--- config.mk ---
export PLATFORM = sky130hd
export DESIGN_NAME = mem_port_arbiter
export DESIGN_NICKNAME = d
export VERILOG_FILES = /design/src/rtl/mem_port_arbiter.sv
export SDC_FILE = /design/constraint.sdc
export NUM_CORES = 1
export LEC_CHECK = 0
export CORE_MARGIN = 2
export CORE_UTILIZATION = 38
export DETAILED_ROUTE_END_ITERATION = 8
export PLACE_DENSITY = 0.81
export SYNTH_ARGS = -nofsm -noshare
export SYNTH_HDL_FRONTEND = slang
export SYNTH_SLANG_ARGS = --single-unit
--- constraint.sdc ---
create_clock -name clk -period 1.9 [get_ports clk]
set_input_delay 0.38 -clock clk [delete_from_list [all_inputs] [get_ports clk]]
set_output_delay 0.38 -clock clk [all_outputs]
set_load 0.01 [all_outputs]
--- src/rtl/mem_port_arbiter.sv ---
// Two-port round-robin arbiter for the shared 8-bit external memory port.
// Each access is an address/strobe phase of WAIT_CYCLES+1 cycles followed by a one-cycle ack.
module mem_port_arbiter #(
    parameter int WAIT_CYCLES = 1
) (
    input  logic       clk,
    input  logic       rst_n,
    input  logic       req0,
    input  logic       we0,
    input  logic [7:0] addr0,
    input  logic [7:0] wdata0,
    output logic       ack0,
    input  logic       req1,
    input  logic       we1,
    input  logic [7:0] addr1,
    input  logic [7:0] wdata1,
    output logic       ack1,
    output logic [7:0] rdata,
    output logic [7:0] mem_addr,
    output logic [7:0] mem_wdata,
    output logic       mem_read,
    output logic       mem_write,
    input  logic [7:0] mem_rdata,
    output logic       busy,
    output logic       owner
);

    localparam logic [3:0] WAIT_LD = 4'(WAIT_CYCLES);

    typedef enum logic [1:0] {
        IDLE,
        ACCESS,
        DONE
    } state_t;

    state_t     state;
    logic [3:0] cnt;
    logic       rr_last;
    logic       win;
    logic       win_we;

    // With both requesting, the port that did not win last time is granted.
    always_comb begin
        win = 1'b0;
        if (req0 && req1) begin
            win = ~rr_last;
        end else begin
            win = req1;
        end
        win_we = win ? we1 : we0;
    end

    // The strobes themselves carry the latched we during ACCESS.
    always_ff @(posedge clk or negedge rst_n) begin
        if (!rst_n) begin
            state     <= IDLE;
            cnt       <= 4'd0;
            rr_last   <= 1'b1;
            owner     <= 1'b0;
            ack0      <= 1'b0;
            ack1      <= 1'b0;
            busy      <= 1'b0;
            rdata     <= 8'd0;
            mem_addr  <= 8'd0;
            mem_wdata <= 8'd0;
            mem_read  <= 1'b0;
            mem_write <= 1'b0;
        end else begin
            unique case (state)
                IDLE: begin
                    ack0 <= 1'b0;
                    ack1 <= 1'b0;
                    if (req0 || req1) begin
                        state     <= ACCESS;
                        cnt       <= WAIT_LD;
                        owner     <= win;
                        rr_last   <= win;
                        busy      <= 1'b1;
                        mem_addr  <= win ? addr1 : addr0;
                        mem_read  <= ~win_we;
                        mem_write <= win_we;
                        if (win_we) begin
                            mem_wdata <= win ? wdata1 : wdata0;
                        end else begin
                            mem_wdata <= 8'd0;
                        end
                    end
                end
                ACCESS: begin
                    if (cnt != 4'd0) begin
                        cnt <= cnt - 4'd1;
                    end else begin
                        if (mem_read) begin
                            rdata <= mem_rdata;
                        end
                        state     <= DONE;
                        ack0      <= ~owner;
                        ack1      <= owner;
                        mem_addr  <= 8'd0;
                        mem_wdata <= 8'd0;
                        mem_read  <= 1'b0;
                        mem_write <= 1'b0;
                    end
                end
                DONE: begin
                    state <= IDLE;
                    ack0  <= 1'b0;
                    ack1  <= 1'b0;
                    busy  <= 1'b0;
                end
                default: begin
                    state <= IDLE;
                end
            endcase
        end
    end

endmodule

======== After elaboration in Yosys (flattened, before gate mapping) ========
Index checks and enable logic that the tools add are counted.
cells by class
  equality and inequality tests ........... 5
  mux-type cells .......................... 27
  bitwise operators ....................... 4
  reductions and logical operators ........ 15
  $add $sub $neg .......................... 1
operators with widths
  kind                                                                count
  8-bit 2-to-1 mux                                                    6
  8-bit case mux with 2 select lines                                  2
  1-bit case mux with 2 select lines                                  5
  3-bit AND reduction                                                 3
  1-bit 2-to-1 mux                                                    8
  4-bit 2-to-1 mux                                                    2
  4-bit case mux with 2 select lines                                  1
  2-bit AND reduction                                                 4
  2-bit != test, second input constant                                3
  2-bit nonzero test                                                  3
  2-bit 2-to-1 mux                                                    2
  1-bit NOT                                                           4
  2-bit case mux with 2 select lines                                  1
  4-bit nonzero test                                                  1
  4-bit by 1-bit subtractor with 4-bit output, second input constant  1
  2-bit by 1-bit == test with 1-bit output, second input constant     1
  2-bit == test, second input constant                                1
  2-bit logical NOT                                                   1
  2-bit OR reduction                                                  1
  1-bit logical AND                                                   1
  1-bit logical OR                                                    1
storage, ports and cells
  flip-flop bits (word level) ............. 37
  output and inout port bits .............. 30
  word-level logic and storage cells ...... 64
  bits of input ports ..................... 46

======== Logic depth before layout (Yosys ltp) ========
  depth in word-level cells ............... 6
  mapped depth ............................ 6
  depth with buffers taken out ............ 5

======== Least setup slack after synthesis ========
Ideal clock, no wire load.
  path type ............................... flip-flop to flip-flop
  start point ............................. register cnt[0]
  end point ............................... register mem_addr[0]
  period minus slack after synthesis ...... 1.495 ns
  library setup time ...................... 0.128 ns
  slack ................................... 0.405 ns
  buffers on the path ..................... 1
  required time ........................... 1.772 ns
  data arrival time ....................... 1.367 ns
  stages on the path, launching flop included .. 7
  path through ............................ dfrtp_1 -> inv_1 -> ha_1 -> or3b_1 -> nor2_4 -> buf_6 -> o22ai_1
between the ends
  cells in the longest elaborated chain, start to end .. 3
ends and longest elaborated chain
  element                               RTL line  source
  from (decl)                           37        logic [3:0] cnt;
  from (signal assigned)                91        cnt <= cnt - 4'd1;
  4-bit nonzero test                    90        if (cnt != 4'd0) begin
  2-bit != test (no source line)        n/a
  3-bit AND reduction (no source line)  n/a
  to (signal assigned)                  79        mem_addr <= win ? addr1 : addr0;
  to (decl)                             19        output logic [7:0] mem_addr,
Every way passes these cells.
A chain may end at the register's enable or synchronous reset.

======== Final worst setup path ========
  start point ............................. register cnt[0]
  end point ............................... register mem_addr[5]
The elaborated chain is that of the path after synthesis.

==> results.py <==
metrics = {
    "power": {
        "total_power_uw": 4070,
        "ir_worst_vdd_uv": 722,
        "power_leakage_uw": 0.00117,
        "powerDensity_nw_per_um2": 1460,
    },
    "clocking": {
        "htreeDepth": 2,
        "cts_tree": "yes",
        "hold_buffers": 0,
        "postCtsSetupBuffers": 0,
        "cts-resized-gates": 0,
        "cts-root-buf": "clkbuf_8",
        "cts_buffers": 5,
        "cts_buffer_depth": 2,
        "clkTransAtPathRegs_ns": 0.07,
        "clock_latency_ns": 0.29,
        "cts_sinks": 37,
    },
    "sta": {
        "slew_headroom_pct": 68.5,
        "setup_slack_ns": 0.194,
        "max_freq_ghz": 0.586,
        "rsz0062_at_grt": "no",
        "fin_setup_tns_ns": 0,
        "slew_viol_final": 0,
        "fin_skew_ns": 0.00801,
        "fin_crit_ns": 1.71,
        "worstMarginPinSlew_ns": 0.472,
        "hold_violations": 0,
        "setup_viol": 0,
        "period_share_pct": 89.8,
    },
    "layout": {
        "diodes": 0,
        "drive_gt1_share_pct": 19.0,
        "fin_util_pct": 59.7,
        "final_common_cell": "clkdlybuf4s50_1",
        "num-fill-cells": 390,
        "mostFrequentLayoutCells": "clkdlybuf4s50_1 (74), dfrtp_1 (36), o21ai_0 (21), nand2_1 (18), o22ai_1 (17)",
        "syn_to_final_growth_pct": 53.3,
        "final-seq-area_um2": 927,
        "fin_nets": 294,
        "multi_input_area_um2": 806,
    },
    "yosys": {
        "synth.top_cell.area_share_pct": 49.3,
        "syn-num-nets": 212,
        "netlist_area_um2": 1830,
        "syn_inst": 164,
        "yosys.area.top_type": "dfrtp_1",
        "netlist_top_cells_area": "dfrtp_1 (49%), mux2_2 (9.9%), mux2i_1 (6.0%)",
        "ys_seq_elements": 37,
        "yosysWarningCount": 0,
        "seq_area_frac_synth_pct": 50.8,
        "avgSynthCellArea_um2": 11.1,
        "ys_types": 36,
    },
    "floorplan": {
        "dieHeight_um": 73.3,
        "dieArea_um2": 5370,
        "start_util_pct": 38.9,
        "pin_count": 76,
        "die-width_um": 73.3,
        "core-area_um2": 4690,
        "num_rows": 25,
    },
    "job": {
        "maxCapViolations": 0,
    },
    "drt": {
        "via_per_inst": 5.24,
        "drt-initial-drc-count": 106,
        "drt.antenna.violating_nets": 0,
        "wirelength_mm": 4.58,
        "drc": 0,
        "wl_per_cell_um": 15.2,
        "num_vias": 1576,
        "firstDrtPassIters": 4,
    },
    "critical_path": {
        "cp_top_family": "simple AND/OR/NAND/NOR gates",
        "cp.required_ns": 2.07,
        "arrival_ns": 1.87,
        "crit_path_start_kind": "register",
        "crit_type": "reg2reg",
        "path_max_fanout": 18,
        "slowest_delay_ns": 0.44,
        "crit_chain": "inv_1, ha_1, or3b_1, nor2_4, buf_12, o22ai_1",
        "endpoint_kind": "register",
        "crit_path_top_delay_cell": "or3b_1",
        "path_buf_inv": 2,
    },
    "placed_design": {
        "dp_hpwl_mm": 3.31,
        "gp_congestion": 0.786,
        "place_ws_ns": 0.00317,
        "port_buffers": 75,
    },
    "global_route": {
        "grt_max_degree": 38,
        "antenna_found_initial": 0,
        "track_usage_pct": 18.2,
        "grt_pass1_vias": 1628,
        "grt.overflow.total": 0,
        "grt_pass1_wl_mm": 7.45,
    },
    "outcome": {
        "status": "complete, no violations",
    },
    "min_path": {
        "hp-class": "in2async",
    },
}
[registers in the layout (all words and copies together), names as in the netlist]
register,cells
ack0,1
mem_wdata,8
mem_addr,8
state,2
rdata,8
busy,1
rr_last,1
owner,1
mem_read,1
mem_write,1
ack1,1
cnt,4
[metal layers]
| metal | part of all wire (%) | vias up | routed length, um | track usage, % |
|---|---|---|---|---|
| li1 | - | 757 | - | - |
| met5 | 0 | - | 0 | 0 |
| met4 | 1.4 | 0 | 63 | 6.67 |
| met3 | 7.5 | 8 | 343 | 6.04 |
| met1 | 40 | 755 | 1840 | 23.1 |
| met2 | 51 | 56 | 2340 | 29.1 |
[metrics by stage]
stage          hold WS (ns)  area, um^2  std cells
5_1_grt               0.167        2800        301
4_1_cts               0.144        2800        301
3_5_place_dp          0.455        2670        293
6_report              0.130        2800        301
3_3_place_gp          0.451        2670        293
2_1_floorplan        0.0844        1830        164
[cells in the mapped netlist]
master	number
nor4_1	1
inv_1	3
o21ai_0	21
nand2b_1	1
mux2_2	16
ha_1	2
mux2i_1	11
buf_6	3
nand2_1	18
clkbuf_1	4
a21boi_2	1
or3b_1	1
nor2_1	4
nand3_1	4
nor3b_2	1
and2b_2	1
o2bb2ai_1	1
nand3_2	1
o21a_1	1
a31oi_1	1
or2_2	1
o22ai_2	1
o22ai_1	17
mux2_4	1
buf_2	1
nor3_1	1
buf_12	1
a2bb2oi_1	1
o21bai_1	1
dfstp_2	1
a21oi_1	1
dfrtp_1	36
o21ai_2	1
buf_1	2
a22o_2	1
nor2_4	1
[path summary, 6_finish.rpt]
| path | end | slack, ns | cells after the start | start |
|---|---|---|---|---|
| worst min-delay path | mem_wdata[5] | 0.13 | 2 | rst_n |
| max in group asynchronous | rr_last | 1.43 | 2 | rst_n |
| worst min register to register | rdata[7] | 0.51 | 1 | rdata[7] |
| worst max register to register | mem_addr[5] | 0.19 | 6 | cnt[0] |
| worst max-delay path | mem_addr[5] | 0.19 | 6 | cnt[0] |
| min in group clk | rdata[7] | 0.51 | 1 | rdata[7] |
[worst reg2reg max path, delay by kind of cell, from the launching register on]
family / cells / cell delay, ns
AND/OR/NAND/NOR: 2 / 0.63
buffers and inverters: 2 / 0.27
adder cells (fa/ha/maj): 1 / 0.17
flip-flops: 1 / 0.42
AO/OA/AOI/OAI: 1 / 0.10
[power breakdown]
| part | switching (uW) | internal (uW) |
|---|---|---|
| registers | 225 | 1140 |
| clock network | 273 | 521 |
| logic | 863 | 1050 |
| total | 1360 | 2710 |
[layout make-up]
type                    instances  share of cell area (%)
well taps                      54                    2.41
multi-input cells             113                    28.8
clock buffers                   5                    2.46
clock inverters                 3                    2.32
inverters                       3                   0.402
flip-flops and latches         37                    33.1
repair buffers                 86                    30.5
[cells by family after synthesis]
kind of cell / after synthesis / synth area share (%)
buffers and inverters: 14 / 5.07
multiplexers: 28 / 16.7
AND/OR/NAND/NOR: 35 / 9.73
AO/OA/AOI/OAI: 48 / 16.3
flip-flops: 37 / 50.8
adder cells (fa/ha/maj): 2 / 1.37
(Power assumes the default switching activity.)
